[src/rtl/inst_fetch.sv]
// Fetch stage: reads one instruction per PC over req/rdy, hands it to decode, then advances/redirects the PC.
// Define IFETCH_STALL_CNT_EN to add the saturating stall_cycles counter output.
module inst_fetch #(
  parameter logic [3:0]  JUMP_OPCODE    = 4'hC,
  parameter logic [3:0]  HALT_OPCODE    = 4'hF,
  parameter int unsigned TIMEOUT_CYCLES = 64
) (
  input  logic        Clk2,
  input  logic        reset,
  input  logic [15:0] PC,
  output logic [15:0] imem_addr,
  output logic        imem_req,
  input  logic        imem_rdy,
  input  logic [15:0] imem_data,
  output logic [15:0] instr,
  output logic        instr_valid,
  input  logic        decode_ready,
  output logic        updatePC,
  output logic        jump,
  output logic [11:0] offset,
  output logic        halted,
  output logic        fetch_err
`ifdef IFETCH_STALL_CNT_EN
  ,
  output logic [15:0] stall_cycles
`endif
);

  typedef enum logic [2:0] {IDLE, REQ, HOLD, ADV, HALT} state_t;

  localparam logic [7:0] TIMEOUT_LAST = 8'(TIMEOUT_CYCLES - 1);

  state_t      state;
  logic [7:0]  timeout_cnt;
  logic        first_req;
  logic [15:0] addr_hold;
  logic [3:0]  opcode;

  assign opcode = instr[15:12];

  // The PC unit updates on the same edge that enters REQ, so the first REQ
  // cycle passes the fresh PC through and latches it for the remaining cycles.
  assign imem_addr = first_req ? PC : addr_hold;

  always_ff @(posedge Clk2) begin
    if (reset) begin
      state       <= IDLE;
      imem_req    <= 1'b0;
      instr       <= 16'h0000;
      instr_valid <= 1'b0;
      updatePC    <= 1'b0;
      jump        <= 1'b0;
      offset      <= 12'h000;
      halted      <= 1'b0;
      fetch_err   <= 1'b0;
      timeout_cnt <= 8'd0;
      first_req   <= 1'b0;
      addr_hold   <= 16'h0000;
    end else begin
      updatePC  <= 1'b0;
      jump      <= 1'b0;
      offset    <= 12'h000;
      first_req <= 1'b0;
      case (state)
        IDLE: begin
          state     <= REQ;
          imem_req  <= 1'b1;
          first_req <= 1'b1;
        end
        REQ: begin
          if (first_req) addr_hold <= PC;
          if (imem_rdy && imem_req) begin
            instr       <= imem_data;
            timeout_cnt <= 8'd0;
            imem_req    <= 1'b0;
            instr_valid <= 1'b1;
            state       <= HOLD;
          end else if (timeout_cnt == TIMEOUT_LAST) begin
            imem_req  <= 1'b0;
            fetch_err <= 1'b1;
            halted    <= 1'b1;
            state     <= HALT;
          end else begin
            timeout_cnt <= timeout_cnt + 8'd1;
          end
        end
        HOLD: begin
          if (decode_ready) begin
            instr_valid <= 1'b0;
            if (opcode == HALT_OPCODE) begin
              halted <= 1'b1;
              state  <= HALT;
            end else begin
              updatePC <= 1'b1;
              jump     <= (opcode == JUMP_OPCODE);
              offset   <= (opcode == JUMP_OPCODE) ? instr[11:0] : 12'h000;
              state    <= ADV;
            end
          end
        end
        ADV: begin
          state     <= REQ;
          imem_req  <= 1'b1;
          first_req <= 1'b1;
        end
        HALT:    state <= HALT;
        default: state <= IDLE;
      endcase
    end
  end

`ifdef IFETCH_STALL_CNT_EN
  // Memory wait cycles plus decode back-pressure cycles, saturating.
  always_ff @(posedge Clk2) begin
    if (reset) begin
      stall_cycles <= 16'h0000;
    end else if ((((state == REQ) && !imem_rdy) || ((state == HOLD) && !decode_ready))
                 && (stall_cycles != 16'hFFFF)) begin
      stall_cycles <= stall_cycles + 16'd1;
    end
  end
`endif

endmodule

[config.mk]
export PLATFORM = sky130hd
export DESIGN_NAME = inst_fetch
export DESIGN_NICKNAME = d
export VERILOG_FILES = /design/src/rtl/inst_fetch.sv
export SDC_FILE = /design/constraint.sdc
export NUM_CORES = 1
export LEC_CHECK = 0
export BUFFER_PORTS_ARGS = -buffer_cell sky130_fd_sc_hd__buf_2
export CELL_PAD_IN_SITES_DETAIL_PLACEMENT = 0
export CELL_PAD_IN_SITES_GLOBAL_PLACEMENT = 1
export CORE_UTILIZATION = 37
export CTS_BUF_LIST = sky130_fd_sc_hd__clkbuf_4
export CTS_CLUSTER_SIZE = 24
export DETAILED_ROUTE_END_ITERATION = 12
export GPL_ROUTABILITY_DRIVEN = 0
export GPL_TIMING_DRIVEN = 1
export HOLD_SLACK_MARGIN = 0.02
export PLACE_DENSITY = 0.87
export SLEW_MARGIN = 25
export SYNTH_ARGS = -nofsm -noshare
export SYNTH_HDL_FRONTEND = slang
export SYNTH_SLANG_ARGS = --single-unit
[constraint.sdc]
create_clock -name Clk2 -period 2.1 [get_ports Clk2]
set_clock_uncertainty 0.15 [all_clocks]
set_input_delay 0 -clock Clk2 [delete_from_list [all_inputs] [get_ports Clk2]]
set_output_delay 0 -clock Clk2 [all_outputs]
set_load 0.01 [all_outputs]
==> flow_summary.json <==
{
  "slew_headroom_pct": 66.4,
  "cts.clk_slew.worst_paths_ps": 100,
  "status": "complete, no violations",
  "post_cts_buffers": 0,
  "detail_route.wl_per_cell_um": 12.2,
  "p_per_area_nw_per_um2": 703,
  "grt_pass1_vias": 2290,
  "syn-cell-area_um2": 2430,
  "drt_iter0_drc": 91,
  "grt_setup_unrepaired": "no",
  "synth_cell_types": 38,
  "crit_path_start_kind": "flip-flop",
  "startpoint": "state[0]",
  "die_h_um": 83.0,
  "layout_worst_path_cycle_share_pct": 86.2,
  "ys_warn_count": 0,
  "synth_edf_count": 0,
  "ys_seq_area_share_pct": 51.1,
  "core_area_um2": 6350,
  "hold_viol": 0,
  "worstPathArrival_ps": 1970,
  "ctsHoldBuffers": 35,
  "drc": 0,
  "final_cell_mix": "85 x buf_2, 62 x dfxtp_1, 42 x nor2_1",
  "synthFlopType": "dfxtp_1",
  "p_sw_share_pct": 28.2,
  "maxCapViolCount": 0,
  "insertion_delay_ps": 390,
  "fin_crit_ps": 1810,
  "synthToLayoutAreaGrowth_pct": 40.7,
  "antenna_left": 0,
  "layout_commonest_cell": "buf_2",
  "comb_power_share_pct": 19.0,
  "tns_ps": 0,
  "drive_gt1_share_pct": 31.5,
  "wl_mm": 5.95,
  "dieArea_um2": 6890,
  "async_reset_ff_share_pct": 0,
  "worst-endpoint-required_ps": 2260,
  "setup_viol": 0,
  "worstMarginPinSlew_ps": 502,
  "drt-pass1-iter-count": 4,
  "clockPowerShare_pct": 28.1,
  "cellLeakagePower_nw": 1.53,
  "dieWidth_um": 83.0,
  "port_buffers": 85,
  "final_util_pct": 53.8,
  "grt_max_degree": 33,
  "grt.overflow.total": 0,
  "cts_root_buf": "clkbuf_4",
  "rows": 29,
  "antenna_found_initial": 0,
  "syn_nets": 317,
  "peakVddDrop_mv": 0.315,
  "synth_seq_cells": 62,
  "cts.sinks": 62,
  "slew_violations": 0,
  "power.switching_uw": 678,
  "track_usage_pct": 18.1,
  "placed_area_um2": 2960,
  "grt_pass1_wl_mm": 10.1,
  "clock.fmax_ghz": 0.553,
  "viasPerCell": 4.82,
  "hpwl_mm": 3.84,
  "pwr-share-seq_pct": 52.9,
  "vias": 2347,
  "min_path_type": "in -> reg",
  "syn_area_per_cell_um2": 8.67,
  "ios": 86,
  "antenna_cells": 0,
  "cts_made_buffers": 9,
  "start_util_pct": 38.2,
  "cts-htree-levels": 3,
  "synthCells": 280,
  "r2r-start": "state[0]",
  "stdcell_area_um2": 3410,
  "end_kind": "flip-flop",
  "worstPathMaxFanout": 8,
  "cts_tree": "built",
  "r2r_cells": 4,
  "hold_start": "imem_data[1]",
  "fin_nets": 442,
  "cts.path.max_buffers": 2,
  "cts_resized": 0,
  "hold_path_depth": 4,
  "power.internal_mw": 1.72,
  "crit_type": "reg -> reg"
}
flip-flops by register name, indices dropped and copies added (netlist names):
name,count
instr,16
fetch_err,1
updatePC,1
first_req,1
timeout_cnt,8
offset,12
jump,1
imem_req,1
instr_valid,1
addr_hold,16
state,3
halted,1
worst max-delay path: stages, from the launching register on:
cell and delay [ps]:
dfxtp_1 430, nor3b_2 480, o211a_1 380, nand3b_1 110, a31oi_1 180
cells in the mapped netlist, types with 3 or more instances:
cell      number  area, um^2
clkbuf_1      12        45.0
nand2_1       41         154
nor2_1        42         158
a31oi_1        4        25.0
a211oi_1       3        22.5
nor3_1        21         105
a21oi_1       23         115
and3_1         4        25.0
and2_1        13        81.3
mux2_2        16         180
dfxtp_1       62        1240
o21ai_0        4        20.0
nand3_1        6        30.0
cell families (layout without fill, tap and decap cells):
| logic type | after synthesis | count (layout) | synth area share (%) |
|---|---|---|---|
| mux | 17 | 17 | 7.83 |
| buf+inv | 17 | 147 | 2.83 |
| simple gates | 142 | 142 | 27.8 |
| flops | 62 | 62 | 51.1 |
| compound gates | 41 | 41 | 9.90 |
| fa+ha+maj | 1 | 1 | 0.515 |
power by group through the flow:
stage                     sequential, mW  clock, mW  combinational, mW
after floorplan                     1.30          0              0.255
after global placement              1.29          0              0.402
after detailed placement            1.30          0              0.407
after CTS                           1.27      0.702              0.458
after global routing                1.28      0.754              0.507
final                               1.27      0.675              0.456
layer usage:
layer  routed length [um]  track usage (%)  vias up
li1                     -                -     1214
met1                 2620             21.1     1080
met2                 3000             30.9       43
met3                  206             3.58       10
met4                  119             10.2        0
met5                    0                0        -
area by class of cell:
cell class / count / area, um^2
repair buffers: 129 / 843
clock buffers: 11 / 82.6
clock inverters: 5 / 26.3
inverters: 2 / 7.51
multi-input cells: 201 / 1120
fillers: 557 / 2940
flip-flops and latches: 62 / 1240
well taps: 77 / 96.3
metrics by stage:
stage                     power, mW  hold slack (ps)  std cells  setup slack, ps
after floorplan                1.55            -59.0        280              370
after global placement         1.70             92.2        436              377
after detailed placement       1.70             96.2        436              336
after CTS                      2.43              202        487              297
after global routing           2.54              232        487              139
final                          2.40              225        487              291
final timing paths:
| check | end | slack, ps |
|---|---|---|
| setup / recovery | timeout_cnt[3] | 290 |
| hold / removal | instr[1] | 230 |
| setup reg to reg | timeout_cnt[3] | 290 |
| hold reg to reg | halted | 300 |
(Power assumes the default switching activity.)
